===== config.mk =====
export PLATFORM = sky130hd
export DESIGN_NAME = rf_wb_arbiter
export DESIGN_NICKNAME = d
export VERILOG_FILES = /design/src/rtl/rf_wb_pkg.sv /design/src/rtl/rf_wb_slot.sv /design/src/rtl/rf_wb_arbiter.sv
export SDC_FILE = /design/constraint.sdc
export NUM_CORES = 1
export LEC_CHECK = 0
export ABC_AREA = 1
export CAP_MARGIN = 30
export CELL_PAD_IN_SITES_DETAIL_PLACEMENT = 0
export CELL_PAD_IN_SITES_GLOBAL_PLACEMENT = 2
export CORE_MARGIN = 4
export CORE_UTILIZATION = 28
export DETAILED_ROUTE_END_ITERATION = 8
export GPL_TIMING_DRIVEN = 0
export HOLD_SLACK_MARGIN = 0.03
export PLACE_DENSITY = 0.77
export RECOVER_POWER = 100
export SYNTH_ARGS = -nofsm -noshare
export SYNTH_HDL_FRONTEND = slang
export SYNTH_SLANG_ARGS = --single-unit

===== constraint.sdc =====
create_clock -name clk_i -period 1.85 [get_ports clk_i]
set_clock_uncertainty 0.05 [all_clocks]
set_input_delay 0.2775 -clock clk_i [delete_from_list [all_inputs] [get_ports clk_i]]
set_output_delay 0.2775 -clock clk_i [all_outputs]
set_load 0.05 [all_outputs]

===== src/rtl/rf_wb_pkg.sv =====
// rtl/rf_wb_pkg.sv - shared types and constants for the register file write-back arbiter
package rf_wb_pkg;

  localparam int XLEN       = 32;
  localparam int AW         = 5;
  localparam int N_WB_PORTS = 2;

  typedef struct packed {
    logic [AW-1:0]   addr;
    logic [XLEN-1:0] data;
  } wb_req_t;

endpackage


===== src/rtl/rf_wb_slot.sv =====
// rtl/rf_wb_slot.sv - one-entry holding slot for a write-back port
module rf_wb_slot
  import rf_wb_pkg::*;
(
  input  logic    clk_i,
  input  logic    rst_ni,
  input  logic    valid_i,
  input  wb_req_t req_i,
  input  logic    gnt_i,
  output logic    ready_o,
  output logic    load_o,
  output logic    full_o,
  output wb_req_t slot_o
);

  // A granted slot frees and reloads on the same edge, so one write per cycle flows through.
  assign ready_o = ~full_o | gnt_i;
  assign load_o  = valid_i & ready_o;

  always_ff @(posedge clk_i or negedge rst_ni) begin
    if (!rst_ni) begin
      full_o <= 1'b0;
      slot_o <= '0;
    end else if (load_o) begin
      full_o <= 1'b1;
      slot_o <= req_i;
    end else if (gnt_i) begin
      full_o <= 1'b0;
    end
  end

endmodule


===== src/rtl/rf_wb_arbiter.sv =====
// rtl/rf_wb_arbiter.sv - two-port round-robin write-back arbiter with same-address ordering
module rf_wb_arbiter #(
  parameter int XLEN = rf_wb_pkg::XLEN,
  parameter int AW   = rf_wb_pkg::AW
) (
  input  logic                 clk_i,
  input  logic                 rst_ni,
  input  logic [1:0]           req_valid_i,
  output logic [1:0]           req_ready_o,
  input  logic [1:0][AW-1:0]   req_addr_i,
  input  logic [1:0][XLEN-1:0] req_data_i,
  output logic                 rf_we_o,
  output logic [AW-1:0]        rf_waddr_o,
  output logic [XLEN-1:0]      rf_wdata_o,
  input  logic [AW-1:0]        lookup_addr_i,
  output logic                 lookup_hit_o,
  output logic                 idle_o
);

  import rf_wb_pkg::*;

  logic [1:0] full;
  logic [1:0] load;
  logic [1:0] gnt;
  logic [1:0] stay;
  logic [1:0] old_q;
  logic       rr_last_q;
  wb_req_t    slot [N_WB_PORTS];
  wb_req_t    gnt_req;

  for (genvar i = 0; i < N_WB_PORTS; i++) begin : g_slot
    rf_wb_slot u_slot (
      .clk_i   (clk_i),
      .rst_ni  (rst_ni),
      .valid_i (req_valid_i[i]),
      .req_i   ('{addr: req_addr_i[i], data: req_data_i[i]}),
      .gnt_i   (gnt[i]),
      .ready_o (req_ready_o[i]),
      .load_o  (load[i]),
      .full_o  (full[i]),
      .slot_o  (slot[i])
    );
  end

  // Same-address pairs go oldest first; otherwise favour the port not granted last.
  always_comb begin
    gnt = 2'b00;
    case (full)
      2'b01:   gnt = 2'b01;
      2'b10:   gnt = 2'b10;
      2'b11: begin
        if (slot[0].addr == slot[1].addr) gnt = old_q[1] ? 2'b10 : 2'b01;
        else                              gnt = rr_last_q ? 2'b01 : 2'b10;
      end
      default: gnt = 2'b00;
    endcase
  end

  assign stay    = full & ~gnt;
  assign gnt_req = gnt[1] ? slot[1] : slot[0];

  // Age is only consulted with both slots full, which always follows a load, so loads alone update it.
  always_ff @(posedge clk_i or negedge rst_ni) begin
    if (!rst_ni) begin
      old_q     <= 2'b00;
      rr_last_q <= 1'b1;
    end else begin
      if (|load) old_q <= {load[0] & stay[1], load[1] & stay[0]};
      if (|gnt)  rr_last_q <= gnt[1];
    end
  end

  always_ff @(posedge clk_i or negedge rst_ni) begin
    if (!rst_ni) begin
      rf_we_o    <= 1'b0;
      rf_waddr_o <= '0;
      rf_wdata_o <= '0;
    end else if (|gnt) begin
      rf_we_o    <= (gnt_req.addr != '0);
      rf_waddr_o <= gnt_req.addr;
      rf_wdata_o <= gnt_req.data;
    end else begin
      rf_we_o    <= 1'b0;
    end
  end

  assign lookup_hit_o = (lookup_addr_i != '0) &&
                        ((full[0] && slot[0].addr == lookup_addr_i) ||
                         (full[1] && slot[1].addr == lookup_addr_i) ||
                         (rf_we_o && rf_waddr_o == lookup_addr_i));

  assign idle_o = ~|full & ~rf_we_o;

endmodule


==> results of run 1 <==
-- layout by cell type (no fill, tap or decap), types with 6 or more instances in the layout --
cell type	Yosys	routed
dfrtp_1	115	111
clkdlybuf4s50_1	0	81
mux2_4	42	48
nor2_1	66	43
dlygate4sd2_1	0	38
buf_4	5	35
nand2_1	35	25
inv_1	30	22
nor2_4	0	21
buf_6	7	20
clkbuf_16	0	20
nor3_2	0	19
a21oi_2	10	17
buf_12	0	15
nor3_1	40	15
inv_2	4	11
buf_8	1	9
buf_16	0	8
o22ai_1	16	7
a21oi_1	14	7
nand2_2	3	7
nand3_1	11	6
nor3_4	0	6
a31oi_4	0	6
a31oi_1	12	6
-- per-layer routing --
metal	track usage [%]	vias to the layer above	routed length, um
li1	-	2033	-
met1	19.8	2081	7080
met2	26.1	92	8450
met3	4.86	18	753
met4	5.30	0	241
met5	0	-	0
-- sequential cells by signal, summed over array words and instances, names as in the netlist --
signal / cells
rf_wdata_o: 32
old_q: 1
rf_waddr_o: 5
rr_last_q: 1
g_slot.u_slot.full_o: 2
rf_we_o: 1
g_slot.u_slot.slot_o: 74
-- worst min-delay path by stage --
stage / start / endpoint / slack, ps / cells after the start
after floorplan: rst_ni / g_slot[0].u_slot.full_o / -70 / 0
after global placement: g_slot[1].u_slot.slot_o[0] / g_slot[1].u_slot.slot_o[0] / 440 / 1
after detailed placement: rst_ni / g_slot[1].u_slot.slot_o[18] / 190 / 1
after CTS: rst_ni / g_slot[1].u_slot.slot_o[18] / 320 / 2
after global routing: req_data_i[44] / g_slot[1].u_slot.slot_o[12] / 400 / 2
final: req_addr_i[6] / g_slot[1].u_slot.slot_o[33] / 390 / 3
-- critical path: cells and delay by family (launching register included) --
family,cells,cell delay [ps]
buffers and inverters,3,350
flip-flops,1,370
AND/OR/NAND/NOR,6,650
-- stage by stage --
step	setup WS [ps]	util, %	instance area, um^2	power [mW]	hold WS, ps
floorplan	68.7	-	5200	7.97	-68.1
global route	-377	50.2	9070	16.6	402
finish	-274	50.2	9070	15.8	386
CTS	-219	46.1	8330	14.7	318
global placement	-4480	37.2	6730	9.88	438
detailed placement	-834	37.4	6760	9.96	192
-- power groups by stage --
stage	clock network (mW)	registers, mW	logic (mW)
2_1_floorplan	0	5.40	2.57
5_1_grt	3.50	4.37	8.77
3_3_place_gp	0	4.12	5.76
4_1_cts	3.37	4.20	7.17
6_report	3.33	4.24	8.27
3_5_place_dp	0	4.14	5.82
-- cells by family (layout without fill, tap and decap cells) --
group / after synthesis / in the layout / share of synthesized area, %
buffers and inverters: 61 / 284 / 6.12
xor gates and xnor gates: 5 / 5 / 0.843
DFF: 116 / 116 / 55.9
and+or+nand+nor: 166 / 168 / 14.6
muxes: 52 / 52 / 14.3
AOI/OAI and AO/OA: 67 / 67 / 8.19
-- repair_timing --
action	in CTS	in global routing
hold buffers	1	0
pin swaps	27	28
setup buffers	32	25
setup endpoints to repair	154	119
gates cloned	12	4
gates resized for setup	199	110
hold endpoints to repair	45	0
-- area by class of cell --
cell class | instances | area (um^2)
plain buffers | 24 | 315
clock buffers | 21 | 480
clock inverters | 11 | 125
fillers | 1571 | 9010
inverters | 34 | 133
multi-input cells | 292 | 2710
flip-flops and latches | 116 | 2910
well taps | 229 | 287
repair buffers | 194 | 2120
==> impl_metrics.json, run 1 <==
{
  "outcome": "finished with violations",
  "violations": "setup timing",
  "hold_viol": 0,
  "synthTopCellsByArea": "dfrtp_1 55%, mux2_4 12%, nor2_1 4.8%",
  "ys_ff_latch": 116,
  "worstSetupStartpoint": "g_slot[1].u_slot.slot_o[35]",
  "worst_pin_slew_ps": 1270,
  "period_share_pct": 115,
  "cts-root-buf": "clkbuf_16",
  "synth_flop_cell": "dfrtp_1",
  "gp_congestion": 0.770,
  "io_buffers": 124,
  "synth_top_area_share_pct": 55.4,
  "endpoint_kind": "output port",
  "r2r_cells": 11,
  "p_clk_share_pct": 21.0,
  "crit_end": "req_ready_o[1]",
  "comb_power_share_pct": 52.2,
  "fin_nets": 762,
  "die_h_um": 144,
  "clk_pin_slew_worst_paths_ps": 60,
  "clk_latency_ps": 420,
  "slew_headroom_pct": 15.5,
  "antenna_found_initial": 0,
  "layoutNonFillerInstCount": 921,
  "areaGrowthSynthToFinish_pct": 74.7,
  "drt_wl_total_um": 16500,
  "reg2reg_slack_ps": -240,
  "path_class": "register to output port",
  "cpMostUsedCell": "nand2_1",
  "cp.required_ps": 1520,
  "gr-total-overflow": 0,
  "synth.most_common_cell": "dfrtp_1",
  "finalSetupViolCount": 118,
  "ys_seq_area_share_pct": 55.9,
  "cp-start-kind": "register",
  "async_reset_ff_share_pct": 100,
  "cp_max_fo": 5,
  "synth.distinct_cells": 31,
  "slowest_stage": "dfrtp_1",
  "via_count": 4224,
  "p_switching_mw": 6.42,
  "synth_top_area_cell": "dfrtp_1",
  "cts_htree_levels": 4,
  "dp_cells": 821,
  "ir_drop_v": 0.000805,
  "synth_area_um2": 5190,
  "boundaryPins": 125,
  "synth_edf_count": 0,
  "yosysWarnings": 0,
  "intPower_mw": 9.41,
  "fmax_mhz": 471,
  "cts_buffer_depth": 2,
  "wl_per_cell_um": 17.9,
  "insertedDiodeCount": 0,
  "cts.sinks": 116,
  "fin_ws_ps": -274,
  "rsz0062_at_grt": "yes",
  "first_pass_iters": 4,
  "r2r_start": "g_slot[1].u_slot.slot_o[35]",
  "r2r_end": "g_slot[1].u_slot.slot_o[33]",
  "avgSynthCellArea_um2": 11.1,
  "dp_hpwl_um": 10400,
  "finalMaxSlewViolations": 0,
  "total_leakage_power_nw": 3.93,
  "grt_util_all_layers_pct": 15.8,
  "period_needed_ps": 2120,
  "cap_violations": 0,
  "core_area_um2": 18100,
  "grt_pass1_vias": 4577,
  "grt_pass1_wl_um": 24800,
  "via_per_inst": 4.59,
  "synth_nets": 550,
  "die_x_um": 144,
  "cts_made_buffers": 17,
  "p_sw_share_pct": 40.5,
  "powerDensity_nw_per_um2": 1740,
  "die-area_um2": 20800,
  "hold_class": "input port to register",
  "row_count": 49,
  "tritoncts": "built",
  "drt_iter0_drc": 107,
  "ys_top_cells_by_count": "115 x dfrtp_1, 66 x nor2_1, 42 x mux2_4, 40 x nor3_1, 35 x nand2_1",
  "syn_inst": 467,
  "grt_max_degree": 71,
  "fin_setup_tns_ps": -20030,
  "drive_above_1_share_pct": 44.4,
  "slowest_delay_ps": 370,
  "cp.arrival_ps": 1800,
  "initial_core_util_pct": 28.7,
  "drc_errors": 0,
  "path_cells": "inv_2 -> nand2_1 -> nand2_1 -> nor2_2 -> nand3_2 -> nand2_2 -> nand3_4 -> buf_6 -> buf_8",
  "pwr-share-seq_pct": 26.8,
  "final_antenna_net_count": 0
}
Note: power is estimated with default switching activity, not from simulation.
==> run 2: changes to the inputs <==
CORE_MARGIN = 8   (was 4)
==> run 2 against run 1 <==
  * The flow still finishes with violations (setup timing)
  * Sequential cell count stayed put
  * Clock power hardly changed
  * Sequential power hardly changed
  * Critical endpoint unchanged
==> impl_metrics.json, run 2 (synthesis results as in run 1) <==
{
  "powerDensity_nw_per_um2": 1750,
  "antenna_found_initial": 1,
  "cts_made_buffers": 17,
  "fill_cells": 1682,
  "hold_class": "input port to register",
  "endpoint_kind": "output port",
  "top_regs": "g_slot.u_slot.slot_o x74, rf_wdata_o x32, rf_waddr_o x5",
  "cts-root-buf": "clkbuf_16",
  "gp_congestion": 0.789,
  "cap_violations": 0,
  "fin_ws_ps": -220,
  "crit_buf_inv": 3,
  "mostFrequentLayoutCells": "111 x dfrtp_1, 80 x clkdlybuf4s50_1, 49 x mux2_4",
  "wl_per_cell_um": 18.3,
  "die_h_um": 152,
  "outcome": "finished with violations",
  "grt_pass1_wl_um": 26000,
  "tritoncts": "built",
  "dp_hpwl_um": 11000,
  "reg2reg_slack_ps": -150,
  "row_count": 50,
  "first_pass_iters": 4,
  "grt_pass1_vias": 4700,
  "clk_pin_slew_worst_paths_ps": 60,
  "finalMaxSlewViolations": 0,
  "boundaryPins": 125,
  "largest_reg_flops": 74,
  "grt_max_degree": 61,
  "rsz0062_at_grt": "yes",
  "cp_max_fo": 4,
  "insertedDiodeCount": 0,
  "cp-start-kind": "register",
  "cpLargestDelayFamily": "simple AND/OR/NAND/NOR gates",
  "r2r_end": "rf_wdata_o[26]",
  "period_share_pct": 112,
  "via_per_inst": 4.63,
  "ir_drop_v": 0.000850,
  "total_leakage_power_nw": 3.85,
  "cts_htree_levels": 4,
  "io_buffers": 124,
  "slew_headroom_pct": 9.78,
  "drt_wl_total_um": 16800,
  "areaGrowthSynthToFinish_pct": 68.2,
  "cpMostUsedCell": "nand2_2",
  "finalSetupViolCount": 107,
  "slowest_delay_ps": 380,
  "layout_commonest_cell": "dfrtp_1",
  "core_area_um2": 18500,
  "gr-total-overflow": 0,
  "r2r_cells": 13,
  "layoutNonFillerInstCount": 918,
  "path_class": "register to output port",
  "cp.arrival_ps": 1740,
  "die_x_um": 152,
  "slowest_stage": "dfrtp_1",
  "hold_end": "g_slot[0].u_slot.slot_o[35]",
  "drc_errors": 0,
  "via_count": 4252,
  "period_needed_ps": 2070,
  "dp_cells": 826,
  "drt_iter0_drc": 165,
  "fmax_mhz": 483,
  "die-area_um2": 23200,
  "grt_util_all_layers_pct": 14.3,
  "hold_viol": 0,
  "initial_core_util_pct": 28.1,
  "cp.required_ps": 1520,
  "drive_above_1_share_pct": 40.9,
  "clk_latency_ps": 410,
  "regMostFlops": "g_slot.u_slot.slot_o",
  "violations": "setup timing",
  "hold_path_depth": 3,
  "r2r_start": "g_slot[0].u_slot.slot_o[35]",
  "cts_buffer_depth": 2,
  "fin_nets": 755,
  "finalPower_mw": 15.3,
  "worst_pin_slew_ps": 1350,
  "min-delay-start": "req_addr_i[3]",
  "utilization_pct": 47.3,
  "cts.sinks": 116,
  "path_cells": "inv_2 -> nand2_1 -> nand2_2 -> nor2_4 -> nand3_2 -> nand2_2 -> nand3_4 -> buf_6 -> buf_8",
  "final_antenna_net_count": 0
}
run 2: timing repair:
item                                    CTS  global route
gates cloned                              7             6
endpoints found under the hold margin    55             0
endpoints found under the setup margin  153           119
hold buffers                              1             0
gates resized for setup                 192            60
buffers inserted                         36            14
pin swaps                                31            16
run 2: worst reg2reg max path, delay by kind of cell (launching register included):
family	cells	cell delay (ps)
flip-flops	1	380
AO/OA/AOI/OAI	2	150
AND/OR/NAND/NOR	6	630
buffers and inverters	5	650
run 2: report_power, final:
part	switching, mW	internal [mW]	leakage (nW)
registers	0.698	3.52	1.31
logic	4.25	3.53	2.26
clock network	1.15	2.15	0.285
total	6.09	9.21	3.85
run 2: layer usage:
| layer | vias up | GRT usage [%] | part of all wire, % |
|---|---|---|---|
| met4 | 2 | 4.38 | 1.1 |
| met3 | 17 | 3.60 | 3.8 |
| met5 | - | 0 | 0.072 |
| met1 | 2133 | 17.7 | 45 |
| met2 | 87 | 24.2 | 50 |
| li1 | 2013 | - | - |
run 2: worst max-delay path by stage:
| stage | startpoint | end | slack (ps) | depth (start not counted) |
|---|---|---|---|---|
| final | g_slot[0].u_slot.slot_o[35] | req_ready_o[1] | -220 | 9 |
| after global routing | g_slot[0].u_slot.slot_o[35] | rf_wdata_o[27] | -330 | 13 |
| after CTS | g_slot[0].u_slot.slot_o[32] | req_ready_o[1] | -210 | 9 |
| after detailed placement | lookup_addr_i[1] | lookup_hit_o | -860 | 8 |
| after global placement | rst_ni | rf_waddr_o[0] | -4450 | 1 |
| after floorplan | rf_waddr_o[2] | lookup_hit_o | 70 | 5 |
run 2: area by class of cell:
| type | instances | area [um^2] | area share [%] |
|---|---|---|---|
| clock buffer | 24 | 502 | 5.74 |
| sequential | 116 | 2910 | 33.3 |
| buffer | 24 | 318 | 3.64 |
| inverter | 34 | 133 | 1.52 |
| multi-input combinational | 291 | 2430 | 27.8 |
| timing repair buffer | 188 | 2060 | 23.6 |
| tap | 234 | 293 | 3.35 |
| clock inverter | 7 | 96.3 | 1.10 |
run 2: stage by stage:
step	hold WS (ps)	worst slack, ps	setup TNS, ps	cell area [um^2]
after detailed placement	230	-862	-15570	6760
after global placement	441	-4450	-479410	6730
after global routing	416	-332	-30050	8740
final	400	-220	-10300	8740
after CTS	350	-211	-7890	8260
after floorplan	-68.1	68.7	0	5200
